===== config.mk =====
export PLATFORM = sky130hd
export DESIGN_NAME = ps2_scancode_decoder
export DESIGN_NICKNAME = d
export VERILOG_FILES = /design/src/rtl/ps2_pkg.sv /design/src/rtl/ps2_ascii_lut.sv /design/src/rtl/ps2_scancode_decoder.sv
export SDC_FILE = /design/constraint.sdc
export NUM_CORES = 1
export LEC_CHECK = 0
export ABC_AREA = 1
export BUFFER_PORTS_ARGS = -buffer_cell sky130_fd_sc_hd__buf_2
export CORE_MARGIN = 8
export CORE_UTILIZATION = 50
export DETAILED_ROUTE_END_ITERATION = 6
export GPL_TIMING_DRIVEN = 0
export PLACE_DENSITY = 0.71
export SETUP_SLACK_MARGIN = 0.02
export SLEW_MARGIN = 20
export SYNTH_ARGS = -nofsm -noshare
export SYNTH_HDL_FRONTEND = slang
export SYNTH_SLANG_ARGS = --single-unit

===== constraint.sdc =====
create_clock -name CLOCK_50 -period 2.9 [get_ports CLOCK_50]
set_input_delay 0.87 -clock CLOCK_50 [delete_from_list [all_inputs] [get_ports CLOCK_50]]
set_output_delay 0.87 -clock CLOCK_50 [all_outputs]
set_load 0.05 [all_outputs]

===== src/rtl/ps2_pkg.sv =====
// ============================================================================
// ps2_pkg : shared types and constants for the PS/2 set-2 scan code decoder
// Revision: 1.0
// ============================================================================
`default_nettype none

package ps2_pkg;

  typedef enum logic [2:0] {
    IDLE   = 3'd0,
    EXT    = 3'd1,
    BRK    = 3'd2,
    EXTBRK = 3'd3,
    SKIP   = 3'd4
  } ps2_state_t;

  localparam logic [7:0] PS2_PFX_EXT    = 8'hE0;
  localparam logic [7:0] PS2_PFX_BRK    = 8'hF0;
  localparam logic [7:0] PS2_PFX_PAUSE  = 8'hE1;
  localparam logic [7:0] PS2_SC_LSHIFT  = 8'h12;
  localparam logic [7:0] PS2_SC_RSHIFT  = 8'h59;
  localparam logic [7:0] PS2_SC_CAPS    = 8'h58;

  // Controller status bytes that never form part of a key event
  localparam logic [7:0] PS2_DISC_BAT    = 8'hAA;
  localparam logic [7:0] PS2_DISC_ACK    = 8'hFA;
  localparam logic [7:0] PS2_DISC_RESEND = 8'hFE;
  localparam logic [7:0] PS2_DISC_ERR0   = 8'h00;
  localparam logic [7:0] PS2_DISC_ERR1   = 8'hFF;

  typedef struct packed {
    logic [7:0] code;
    logic       brk;
    logic       ext;
    logic [7:0] ascii;
  } ps2_event_t;

  function automatic logic ps2_is_discard(input logic [7:0] c);
    return (c == PS2_DISC_BAT)    || (c == PS2_DISC_ACK)  ||
           (c == PS2_DISC_RESEND) || (c == PS2_DISC_ERR0) ||
           (c == PS2_DISC_ERR1);
  endfunction

endpackage

`default_nettype wire


===== src/rtl/ps2_ascii_lut.sv =====
// ============================================================================
// ps2_ascii_lut : combinational set-2 scan code to ASCII translation
// Revision: 1.0
// ============================================================================
`default_nettype none

module ps2_ascii_lut
  import ps2_pkg::*;
(
  input  logic [7:0] code_i,
  input  logic       shift_i,
  input  logic       caps_i,
  output logic [7:0] ascii_o
);

  logic [7:0] letter;

  always_comb begin
    letter  = 8'h00;
    ascii_o = 8'h00;
    case (code_i)
      8'h1C: letter = 8'h61;  8'h32: letter = 8'h62;  8'h21: letter = 8'h63;
      8'h23: letter = 8'h64;  8'h24: letter = 8'h65;  8'h2B: letter = 8'h66;
      8'h34: letter = 8'h67;  8'h33: letter = 8'h68;  8'h43: letter = 8'h69;
      8'h3B: letter = 8'h6A;  8'h42: letter = 8'h6B;  8'h4B: letter = 8'h6C;
      8'h3A: letter = 8'h6D;  8'h31: letter = 8'h6E;  8'h44: letter = 8'h6F;
      8'h4D: letter = 8'h70;  8'h15: letter = 8'h71;  8'h2D: letter = 8'h72;
      8'h1B: letter = 8'h73;  8'h2C: letter = 8'h74;  8'h3C: letter = 8'h75;
      8'h2A: letter = 8'h76;  8'h1D: letter = 8'h77;  8'h22: letter = 8'h78;
      8'h35: letter = 8'h79;  8'h1A: letter = 8'h7A;
      // Digit row: shifted values follow the US layout symbol row
      8'h45: ascii_o = shift_i ? 8'h29 : 8'h30;
      8'h16: ascii_o = shift_i ? 8'h21 : 8'h31;
      8'h1E: ascii_o = shift_i ? 8'h40 : 8'h32;
      8'h26: ascii_o = shift_i ? 8'h23 : 8'h33;
      8'h25: ascii_o = shift_i ? 8'h24 : 8'h34;
      8'h2E: ascii_o = shift_i ? 8'h25 : 8'h35;
      8'h36: ascii_o = shift_i ? 8'h5E : 8'h36;
      8'h3D: ascii_o = shift_i ? 8'h26 : 8'h37;
      8'h3E: ascii_o = shift_i ? 8'h2A : 8'h38;
      8'h46: ascii_o = shift_i ? 8'h28 : 8'h39;
      8'h29: ascii_o = 8'h20;
      8'h5A: ascii_o = 8'h0D;
      8'h66: ascii_o = 8'h08;
      8'h0D: ascii_o = 8'h09;
      8'h76: ascii_o = 8'h1B;
      default: ascii_o = 8'h00;
    endcase
    if (letter != 8'h00) begin
      ascii_o = (shift_i ^ caps_i) ? (letter - 8'h20) : letter;
    end
  end

endmodule

`default_nettype wire


===== src/rtl/ps2_scancode_decoder.sv =====
// ============================================================================
// ps2_scancode_decoder : resolves E0/F0/E1 prefixes into key events with
// Shift/Caps tracking and ASCII translation on a valid/ready register.
// Revision: 1.0
// ============================================================================
`default_nettype none

module ps2_scancode_decoder
  import ps2_pkg::*;
#(
  parameter int PAUSE_SKIP = 7
) (
  input  logic       CLOCK_50,
  input  logic       clr,
  input  logic [7:0] code_in,
  input  logic       code_valid,
  output logic       ev_valid,
  input  logic       ev_ready,
  output logic [7:0] ev_code,
  output logic       ev_break,
  output logic       ev_ext,
  output logic [7:0] ev_ascii,
  output logic       shift_held,
  output logic       caps_lock,
  output logic       overflow
);

  localparam int CNT_W = $clog2(PAUSE_SKIP + 2);

  ps2_state_t       state_q, state_d;
  logic [CNT_W-1:0] cnt_q, cnt_d;
  ps2_event_t       ev_q, ev_d;
  logic             ev_valid_q;
  logic             overflow_q;
  logic             shift_l_q, shift_r_q;
  logic             caps_q, caps_held_q;

  logic             done;
  logic             done_brk;
  logic             done_ext;
  logic [7:0]       lut_ascii;

  ps2_ascii_lut u_lut (
    .code_i  (code_in),
    .shift_i (shift_l_q | shift_r_q),
    .caps_i  (caps_q),
    .ascii_o (lut_ascii)
  );

  always_comb begin
    state_d  = state_q;
    cnt_d    = cnt_q;
    done     = 1'b0;
    done_brk = 1'b0;
    done_ext = 1'b0;
    if (code_valid) begin
      case (state_q)
        IDLE: begin
          if (code_in == PS2_PFX_EXT) begin
            state_d = EXT;
          end else if (code_in == PS2_PFX_BRK) begin
            state_d = BRK;
          end else if (code_in == PS2_PFX_PAUSE) begin
            if (PAUSE_SKIP > 0) begin
              state_d = SKIP;
              cnt_d   = CNT_W'(PAUSE_SKIP);
            end
          end else if (!ps2_is_discard(code_in)) begin
            done = 1'b1;
          end
        end
        EXT: begin
          if (code_in == PS2_PFX_BRK) begin
            state_d = EXTBRK;
          end else if (code_in != PS2_PFX_EXT) begin
            done     = 1'b1;
            done_ext = 1'b1;
            state_d  = IDLE;
          end
        end
        BRK: begin
          done     = 1'b1;
          done_brk = 1'b1;
          state_d  = IDLE;
        end
        EXTBRK: begin
          done     = 1'b1;
          done_brk = 1'b1;
          done_ext = 1'b1;
          state_d  = IDLE;
        end
        SKIP: begin
          cnt_d = cnt_q - CNT_W'(1);
          if (cnt_q <= CNT_W'(1)) begin
            cnt_d   = '0;
            state_d = IDLE;
          end
        end
        default: state_d = IDLE;
      endcase
    end

    ev_d.code  = code_in;
    ev_d.brk   = done_brk;
    ev_d.ext   = done_ext;
    ev_d.ascii = (done_brk || done_ext) ? 8'h00 : lut_ascii;
  end

  always_ff @(posedge CLOCK_50) begin
    if (!clr) begin
      state_q     <= IDLE;
      cnt_q       <= '0;
      ev_q        <= '0;
      ev_valid_q  <= 1'b0;
      overflow_q  <= 1'b0;
      shift_l_q   <= 1'b0;
      shift_r_q   <= 1'b0;
      caps_q      <= 1'b0;
      caps_held_q <= 1'b0;
    end else begin
      state_q <= state_d;
      cnt_q   <= cnt_d;
      if (done) begin
        if (!ev_valid_q || ev_ready) begin
          ev_q       <= ev_d;
          ev_valid_q <= 1'b1;
        end else begin
          overflow_q <= 1'b1;
        end
        // Modifiers follow every completed event, even one that was dropped
        if (!done_ext) begin
          case (code_in)
            PS2_SC_LSHIFT: shift_l_q <= ~done_brk;
            PS2_SC_RSHIFT: shift_r_q <= ~done_brk;
            PS2_SC_CAPS: begin
              if (done_brk) begin
                caps_held_q <= 1'b0;
              end else if (!caps_held_q) begin
                caps_q      <= ~caps_q;
                caps_held_q <= 1'b1;
              end
            end
            default: ;
          endcase
        end
      end else if (ev_valid_q && ev_ready) begin
        ev_valid_q <= 1'b0;
      end
    end
  end

  assign ev_valid   = ev_valid_q;
  assign ev_code    = ev_q.code;
  assign ev_break   = ev_q.brk;
  assign ev_ext     = ev_q.ext;
  assign ev_ascii   = ev_q.ascii;
  assign shift_held = shift_l_q | shift_r_q;
  assign caps_lock  = caps_q;
  assign overflow   = overflow_q;

endmodule

`default_nettype wire


==> results.cfg, run 1 <==
[status]
status = finished, final reports clean

[synthesis]
yosysTopAreaCell = dfxtp_1
synthFlopType = dfxtp_1
synth.most_common_cell = nand2_1
synth_fa_ha_area_share_pct = 2.16
synthTopCellsByCount = nand2_1 (119), nor2_1 (73), inv_1 (43), a21oi_1 (33), dfxtp_1 (31)
syn-num-nets = 425
synth_top_area_share_pct = 26.8
synth_area_um2 = 2320
synth_edf_count = 0
yosysWarningCount = 0
yosys.area_share.simple_pct = 46.1
synth_area_per_cell_um2 = 5.67
synth_top_family_by_area = simple AND/OR/NAND/NOR gates
synth_async_sr_flop_share_pct = 0
synth_compound_area_share_pct = 15.0
synth-xor-area-share_pct = 0.756
syn_inst = 409
synth.distinct_cells = 28
synth_mux_area_share_pct = 0
synth.area.top_cells = dfxtp_1 (27%), nand2_1 (19%), nor2_1 (12%)
ys_seq_area_share_pct = 26.8
ys_ff_latch = 31

[worst_setup_path]
cp-start-kind = primary input
endpoint_kind = flop
crit_fanout = 8
critical_path_class = primary input to flop
crit_required_ps = 3110
crit_arrival_ps = 2790

[routing]
via_per_inst = 5.38
drc = 0
first_pass_iters = 5
drtAntennaViolNets = 0
vias = 2702
wire_per_inst_um = 13.2
first_iter_violations = 163
wirelength_um = 6650

[floorplanning]
die_height_um = 84.1
initial_core_util_pct = 52.5
die-area_um2 = 7070
io_pins = 34
die_x_um = 84.1
rows = 24
coreArea_um2 = 4410

[place]
post-place-ws_ps = 51.8
place_congestion = 0.958
port_buffers = 33
dp.final_hpwl_um = 5200
dp.cells = 494

[sta]
slew_violations = 0
post-route-period-util_pct = 89.0
rsz0062_at_grt = false
skew_ps = 4.86
period_minus_slack_ps = 2580
hold_viol_final = 0
relSlewSlack_pct = 64.8
fmax_mhz = 387
setup-violations-final = 0
whs_ps = 462
finalWorstSetupSlack_ps = 319
worst_pin_slew_ps = 526
finalSetupTns_ps = 0

[cts]
postCtsSetupBuffers = 0
cts-resized-gates = 0
cts_root_buf = clkbuf_8
htreeDepth = 2
clock_path_buffers = 2
cts_buffers = 5
cts_tree = done
insertion_delay_ps = 280
clk_pin_slew_worst_paths_ps = 70
holdBufCountCts = 0
numClockSinks = 31

[finish]
drive_gt1_share_pct = 12.4
diodes = 0
syn2layout_area_growth_pct = 15.0
final_nets = 465
final_util_pct = 60.4
stdcell_count = 502

[grt]
antenna_found_initial = 0
track_usage_pct = 18.8
grt_pass1_vias = 2486
grt_max_degree = 11
grt_overflow_total = 0
grt_pass1_wl_um = 11300

[pwr]
ir_drop_mv = 0.280
power_leakage_nw = 1.44
power_density_nw_per_um2 = 502

[hold_path]
hp-class = flop to flop

[run]
cap_violations = 0
[sequential cells by signal (all words and copies together), names as in the netlist]
signal	count
shift_r_q	1
overflow	1
state_q	3
cnt_q	4
ev_ascii	8
shift_l_q	1
ev_code	8
ev_break	1
caps_lock	1
ev_ext	1
ev_valid	1
caps_held_q	1
[worst paths after layout]
path | end | depth (start not counted) | from | slack [ps]
setup / recovery | ev_ascii[5] | 13 | code_in[4] | 320
hold / removal | ev_ascii[1] | 2 | ev_ascii[1] | 460
setup reg to reg | ev_ascii[5] | 8 | shift_r_q | 1020
hold reg to reg | ev_ascii[1] | 2 | ev_ascii[1] | 460
[through the flow]
step / power, mW / cell area [um2]
2_1_floorplan: 0.804 / 2320
5_1_grt: 1.42 / 2670
4_1_cts: 1.35 / 2670
3_5_place_dp: 0.899 / 2550
3_3_place_gp: 0.895 / 2550
6_report: 1.34 / 2670
[cell usage in the layout (no fill, tap or decap), types with 4 or more instances in the layout]
cell type,n
a21oi_1,33
o21ai_0,18
nand2_1,119
nand3b_1,4
inv_1,43
nor3_1,8
o21ai_1,11
nor2_1,73
clkbuf_1,4
nand4_1,7
buf_2,35
nand3_1,30
ha_1,4
clkbuf_8,6
inv_2,4
dfxtp_1,31
[area by class of cell]
cell class | count | area, um2
buffer | 7 | 36.3
fill | 443 | 1750
inverter | 47 | 176
sequential | 31 | 621
multi-input combinational | 324 | 1490
timing repair buffer | 33 | 165
clock buffer | 6 | 82.6
tap | 52 | 65.1
clock inverter | 2 | 35.0
[worst max-delay path, stage by stage]
cell and delay (ps):
buf_2 140, nor2_1 260, inv_1 70, nor2_1 380, nand2_1 200, nand3_1 130
nor2_1 70, nand2_1 70, nor2_2 70, ha_1 290, nand2_1 70, nand3_1 70
a21oi_1 130
[where the power goes]
part,total [mW],internal (mW),switching (mW)
combinational,0.406,0.105,0.301
sequential,0.488,0.466,0.0218
clock,0.446,0.278,0.168
[routing by layer]
metal | vias up | global-route usage (%) | share of wire [%]
li1 | 1403 | - | -
met1 | 1221 | 22.9 | 46
met2 | 70 | 32.4 | 48
met3 | 8 | 2.93 | 4.8
met4 | 0 | 5.97 | 1.2
met5 | - | 0 | 0
[kinds of logic (layout without fill, tap and decap cells)]
logic type               Yosys count  count (layout)
AO/OA/AOI/OAI                     67              67
XOR/XNOR                           2               2
adder cells (fa/ha/maj)            4               4
buffers and inverters             54              95
flip-flops                        31              31
AND/OR/NAND/NOR                  251             251
Note: power is estimated with default switching activity, not from simulation.
==> run 2, diff against run 1 <==
--- a/config.mk
+++ b/config.mk
@@ -7,7 +7,7 @@
 export LEC_CHECK = 0
 export ABC_AREA = 1
 export BUFFER_PORTS_ARGS = -buffer_cell sky130_fd_sc_hd__buf_2
-export CORE_MARGIN = 8
+export CORE_MARGIN = 5
 export CORE_UTILIZATION = 50
 export DETAILED_ROUTE_END_ITERATION = 6
 export GPL_TIMING_DRIVEN = 0
@@ -16,4 +16,5 @@
 export SLEW_MARGIN = 20
 export SYNTH_ARGS = -nofsm -noshare
 export SYNTH_HDL_FRONTEND = slang
+export SYNTH_HIERARCHICAL = 1
 export SYNTH_SLANG_ARGS = --single-unit
==> results.cfg, run 2 <==
[hold_path]
min_path_cells = 1
hp-class = flop to flop
min_from = cnt_q[3]

[floorplanning]
coreArea_um2 = 5040
die-area_um2 = 6630
io_pins = 34
initial_core_util_pct = 50.6
die_height_um = 81.4
die_x_um = 81.4
rows = 26

[worst_setup_path]
slowest_delay_ps = 380
crit_required_ps = 3100
timing.rr.start = cnt_q[0]
reg2reg_depth = 10
cp-startpoint = code_in[1]
crit_chain = buf_2 > inv_1 > nand2_1 > nor2_1 > nand2_1 > nand2_1 > nor2_1 > nand2_1 > nor2_2 > nand2_2 > inv_2 > ha_1 > inv_1 > nand2_1 > nand2_1 > inv_1 > nor2_1 > nand2_1 > a21oi_2
cp-start-kind = primary input
crit_fanout = 9
path_delay_family = simple AND/OR/NAND/NOR gates
path_depth = 19
cp_slowest_cell = nor2_1
critical_path_class = primary input to flop
crit_buf_inv = 5
crit_arrival_ps = 2940
endpoint_kind = flop
cp_common_cell = nand2_1

[routing]
wire_per_inst_um = 11.8
first_pass_iters = 4
via_per_inst = 5.11
drc = 0
first_iter_violations = 160
wirelength_um = 6520
vias = 2808
drtAntennaViolNets = 0

[finish]
stdcell_count = 550
fill_cells = 541
final_nets = 495
drive_gt1_share_pct = 18.5
final_cell_mix = nand2_1 (141), nor2_1 (69), inv_1 (48), buf_2 (32), dfxtp_1 (31)
multi_input_area_um2 = 1650
mostFrequentLayoutCell = nand2_1
syn2layout_area_growth_pct = 14.4
diodes = 0
regArea_um2 = 621
stdcell_area_um2 = 2920

[sta]
relSlewSlack_pct = 55.2
period_minus_slack_ps = 2740
hold_viol_final = 0
worst_pin_slew_ps = 671
post-route-period-util_pct = 94.5
whs_ps = 460
fmax_mhz = 365
skew_ps = 9.74
rsz0062_at_grt = false
setup-violations-final = 0
finalSetupTns_ps = 0
slew_violations = 0

[grt]
grt_pass1_wl_um = 11100
grt_pass1_vias = 2455
grt_overflow_total = 0
gr-usage-met2_pct = 32.7
grt_busiest_layer = met2
track_usage_pct = 20.9
grt_max_degree = 12
met3_usage_pct = 2.74
antenna_found_initial = 0
use_met1_pct = 29.8

[pwr]
power_leakage_nw = 1.53
comb_power_share_pct = 43.0
netSwitchingFraction_pct = 42.3
power_density_nw_per_um2 = 585
ir_drop_mv = 0.318
pwr-share-seq_pct = 30.8
clockPowerShare_pct = 26.2
p_total_mw = 1.71
p_switching_mw = 0.722
internal_power_mw = 0.984

[cts]
clk_pin_slew_worst_paths_ps = 70
cts_tree = done
numClockSinks = 31
insertion_delay_ps = 280
postCtsSetupBuffers = 0
clock_path_buffers = 2
htreeDepth = 2
cts_buffers = 5
cts_root_buf = clkbuf_8

[synthesis]
synth_area_um2 = 2550
synth_edf_count = 0
synth.area.top_cells = dfxtp_1 (24%), nand2_1 (21%), nor2_1 (10%)
synth.distinct_cells = 34
ys_seq_area_share_pct = 24.3
yosysTopAreaCell = dfxtp_1
synth_top_area_share_pct = 24.3
synthTopCellsByCount = nand2_1 (141), nor2_1 (70), inv_1 (48), dfxtp_1 (31), nand3_1 (29)
synth_async_sr_flop_share_pct = 0
synth.most_common_cell = nand2_1
synthFlopType = dfxtp_1
yosysWarningCount = 6
syn_inst = 440
synth_area_per_cell_um2 = 5.80
syn-num-nets = 456
ys_ff_latch = 31

[place]
place_congestion = 1.02
dp.cells = 542
placed_area_um2 = 2800
dp.final_hpwl_um = 5080
port_buffers = 32

[run]
cap_violations = 0

[status]
status = finished, final reports clean
## run 2: changes by cell type after synthesis, moves of 3 or more
cell	before	now
a21oi_2	0	9
nand3b_1	4	0
buf_6	1	4
a211oi_1	0	3
nor2_4	2	5
nand2_2	2	16
a21oi_1	33	19
inv_1	43	48
o21ai_0	18	13
nor2_1	73	70
nand2_1	119	141
o21ai_1	11	0
## run 2: power by group through the flow
stage | clock network (mW) | registers, mW | logic (mW)
after detailed placement | 0 | 0.535 | 0.729
after floorplan | 0 | 0.668 | 0.441
after CTS | 0.461 | 0.525 | 0.732
after global routing | 0.485 | 0.534 | 0.810
after global placement | 0 | 0.533 | 0.727
final | 0.447 | 0.525 | 0.734
## run 2: metrics by stage
step / util (%) / worst slack (ps)
finish: 57.9 / 160
global route: 57.9 / 2.52
CTS: 57.8 / 151
detailed placement: 55.5 / -128
global placement: 55.5 / -102
floorplan: - / 442
## run 2: repair_timing
action / 4_1_cts / 5_1_grt
endpoints found under the hold margin: 0 / 0
resized for setup: 0 / 1
endpoints found under the setup margin: 0 / 2
hold buffers: 0 / 0
## run 2: layout make-up
cell class	instances	share of cell area, %
Timing Repair Buffer	32	5.49
Sequential cell	31	21.3
Inverter	54	6.99
Clock buffer	6	2.83
Multi-Input combinational cell	346	56.5
Clock inverter	2	1.20
Buffer	9	2.74
Tap cell	70	3.00
## run 2: cells by family (layout without fill, tap and decap cells)
logic type                 after synthesis  count (layout)  share of synthesized area [%]
DFF                                     31              31                           24.3
and+or+nand+nor                        290             290                           49.9
adders and majority gates                4               4                           1.96
AOI/OAI and AO/OA                       50              50                           12.0
buffers and inverters                   63             103                           11.1
xor gates and xnor gates                 2               2                          0.687
## run 2: worst paths after layout
path,to,slack (ps)
worst min-delay path,cnt_q[3],460
worst min register to register,cnt_q[3],460
worst max register to register,state_q[1],1010
worst max-delay path,ev_ascii[5],160
## run 2: metal layers
layer	wire length [um]	up-vias
li1	-	1474
met1	3070	1228
met2	2810	99
met3	549	7
met4	81	0
met5	0	-
==> run 3, diff against run 2 <==
--- a/config.mk
+++ b/config.mk
@@ -12,7 +12,7 @@
 export DETAILED_ROUTE_END_ITERATION = 6
 export GPL_TIMING_DRIVEN = 0
 export PLACE_DENSITY = 0.71
-export SETUP_SLACK_MARGIN = 0.02
+export SETUP_SLACK_MARGIN = 0.5
 export SLEW_MARGIN = 20
 export SYNTH_ARGS = -nofsm -noshare
 export SYNTH_HDL_FRONTEND = slang
==> constraint.sdc (replaced) <==
create_clock -name CLOCK_50 -period 2.7 [get_ports CLOCK_50]
set_input_delay 0.81 -clock CLOCK_50 [delete_from_list [all_inputs] [get_ports CLOCK_50]]
set_output_delay 0.81 -clock CLOCK_50 [all_outputs]
set_load 0.05 [all_outputs]
==> results.cfg, run 3 (synthesis results as in run 2) <==
[cts]
cts_root_buf = clkbuf_8
insertion_delay_ps = 280
cts_tree = done
clock_path_buffers = 2
htreeDepth = 2
holdBufCountCts = 0
numClockSinks = 31
cts_buffers = 5
clk_pin_slew_worst_paths_ps = 60

[place]
port_buffers = 32
place_congestion = 0.921
placed_area_um2 = 2890
dp.final_hpwl_um = 5090

[worst_setup_path]
crit_required_ps = 2840
cp-start-kind = primary input
reg2reg_depth = 13
endpoint_kind = flop
critical_path_class = primary input to flop
crit_arrival_ps = 2440
r2r_end = ev_ascii[5]
crit_fanout = 3
endpoint = ev_ascii[5]
cp-startpoint = code_in[7]
regToRegSetupSlack_ps = 800
timing.rr.start = shift_r_q

[finish]
drive_gt1_share_pct = 37.4
multi_input_area_um2 = 2010
mostFrequentLayoutCell = nand2_1
diodes = 0
syn2layout_area_growth_pct = 45.6
final_nets = 528
stdcell_area_um2 = 3710
regArea_um2 = 621
final_cell_mix = nand2_1 (101), nor2_1 (56), inv_1 (39), nand2_2 (38), dfxtp_1 (31)
fill_cells = 397

[sta]
worst_pin_slew_ps = 623
rsz0062_at_grt = true
setup-violations-final = 0
fmax_mhz = 435
finalSetupTns_ps = 0
relSlewSlack_pct = 58.5
skew_ps = 10.1
hold_viol_final = 0
period_minus_slack_ps = 2300
post-route-period-util_pct = 85.2
slew_violations = 0

[routing]
wirelength_um = 7790
first_iter_violations = 193
first_pass_iters = 6
vias = 3063
wire_per_inst_um = 13.4
drc = 0
via_per_inst = 5.25
drtAntennaViolNets = 0

[pwr]
comb_power_share_pct = 48.4
ir_drop_mv = 0.332
clockPowerShare_pct = 23.4
p_switching_mw = 0.836
power_density_nw_per_um2 = 543
power_leakage_nw = 1.92
netSwitchingFraction_pct = 41.5
internal_power_mw = 1.18
p_total_mw = 2.01
pwr-share-seq_pct = 28.2

[grt]
track_usage_pct = 23.1
grt_overflow_total = 0
grt_pass1_vias = 2688
grt_max_degree = 12
grt_pass1_wl_um = 12100
antenna_found_initial = 0

[run]
cap_violations = 0

[floorplanning]
die_height_um = 81.4
initial_core_util_pct = 50.6
coreArea_um2 = 5040
die_x_um = 81.4
rows = 26
io_pins = 34
die-area_um2 = 6630

[hold_path]
min_path_cells = 2
hp-class = flop to flop

[status]
status = finished, final reports clean
## run 3: cell types whose count changed in the layout (fill, tap and decap cells not counted), sizes merged
cell	change
clkinvlp	+1
clkbuf	+1
buf	+32
inv	-1
## run 3: power by group through the flow
stage	logic (mW)	clock network [mW]	registers, mW
detailed placement	0.786	0	0.575
global placement	0.785	0	0.573
global route	1.07	0.499	0.574
floorplan	0.484	0	0.717
finish	0.976	0.472	0.567
CTS	0.838	0.479	0.566
## run 3: worst max-delay path: stages
cell     delay (ps)
buf_12          110
buf_4           150
nor2_1          120
nand3_1         100
o21ai_0         320
nor2_2           80
nand2_2         100
inv_4            60
ha_4            250
inv_2            20
nand2_1          40
nand2_1          50
inv_1            60
nor2_1           30
nand2_1          90
a21oi_2          50
## run 3: worst min-delay path by stage
stage	end	slack, ps	start
after floorplan	cnt_q[3]	430	cnt_q[3]
after global placement	overflow	450	overflow
after detailed placement	ev_ascii[5]	450	ev_ascii[5]
after CTS	ev_ascii[5]	470	ev_ascii[5]
after global routing	ev_ascii[5]	480	ev_ascii[5]
final	ev_ascii[6]	460	ev_ascii[6]
## run 3: timing repair
| item | in CTS | in global routing |
|---|---|---|
| buffers inserted | 19 | 12 |
| resized for setup | 70 | 57 |
| endpoints found under the hold margin | 0 | 0 |
| gates cloned | 1 | 1 |
| setup endpoints to repair | 7 | 15 |
| pin swaps | 30 | 31 |
## run 3: routing by layer
layer	GRT usage [%]	vias to the layer above	part of all wire, %
met5	0	-	0
met4	7.77	0	2.1
met3	2.96	19	8.2
met2	37.9	149	46
met1	31.2	1351	43
li1	-	1544	-
## run 3: layout make-up
class / count / area share [%]
clock inverter: 2 / 0.944
tap: 70 / 2.36
inverter: 54 / 6.57
buffer: 9 / 2.26
timing repair buffer: 65 / 14.9
clock buffer: 6 / 2.22
multi-input combinational: 346 / 54.1
sequential: 31 / 16.7
## run 3: per-stage QoR
stage / setup WS, ps / hold slack [ps] / std cells / util [%]
floorplan: 401 / 429 / 440 / -
global placement: -96.8 / 448 / 542 / 57.2
detailed placement: -105 / 450 / 542 / 57.2
CTS: 449 / 467 / 570 / 66.9
global route: 309 / 475 / 583 / 73.6
finish: 400 / 460 / 583 / 73.6
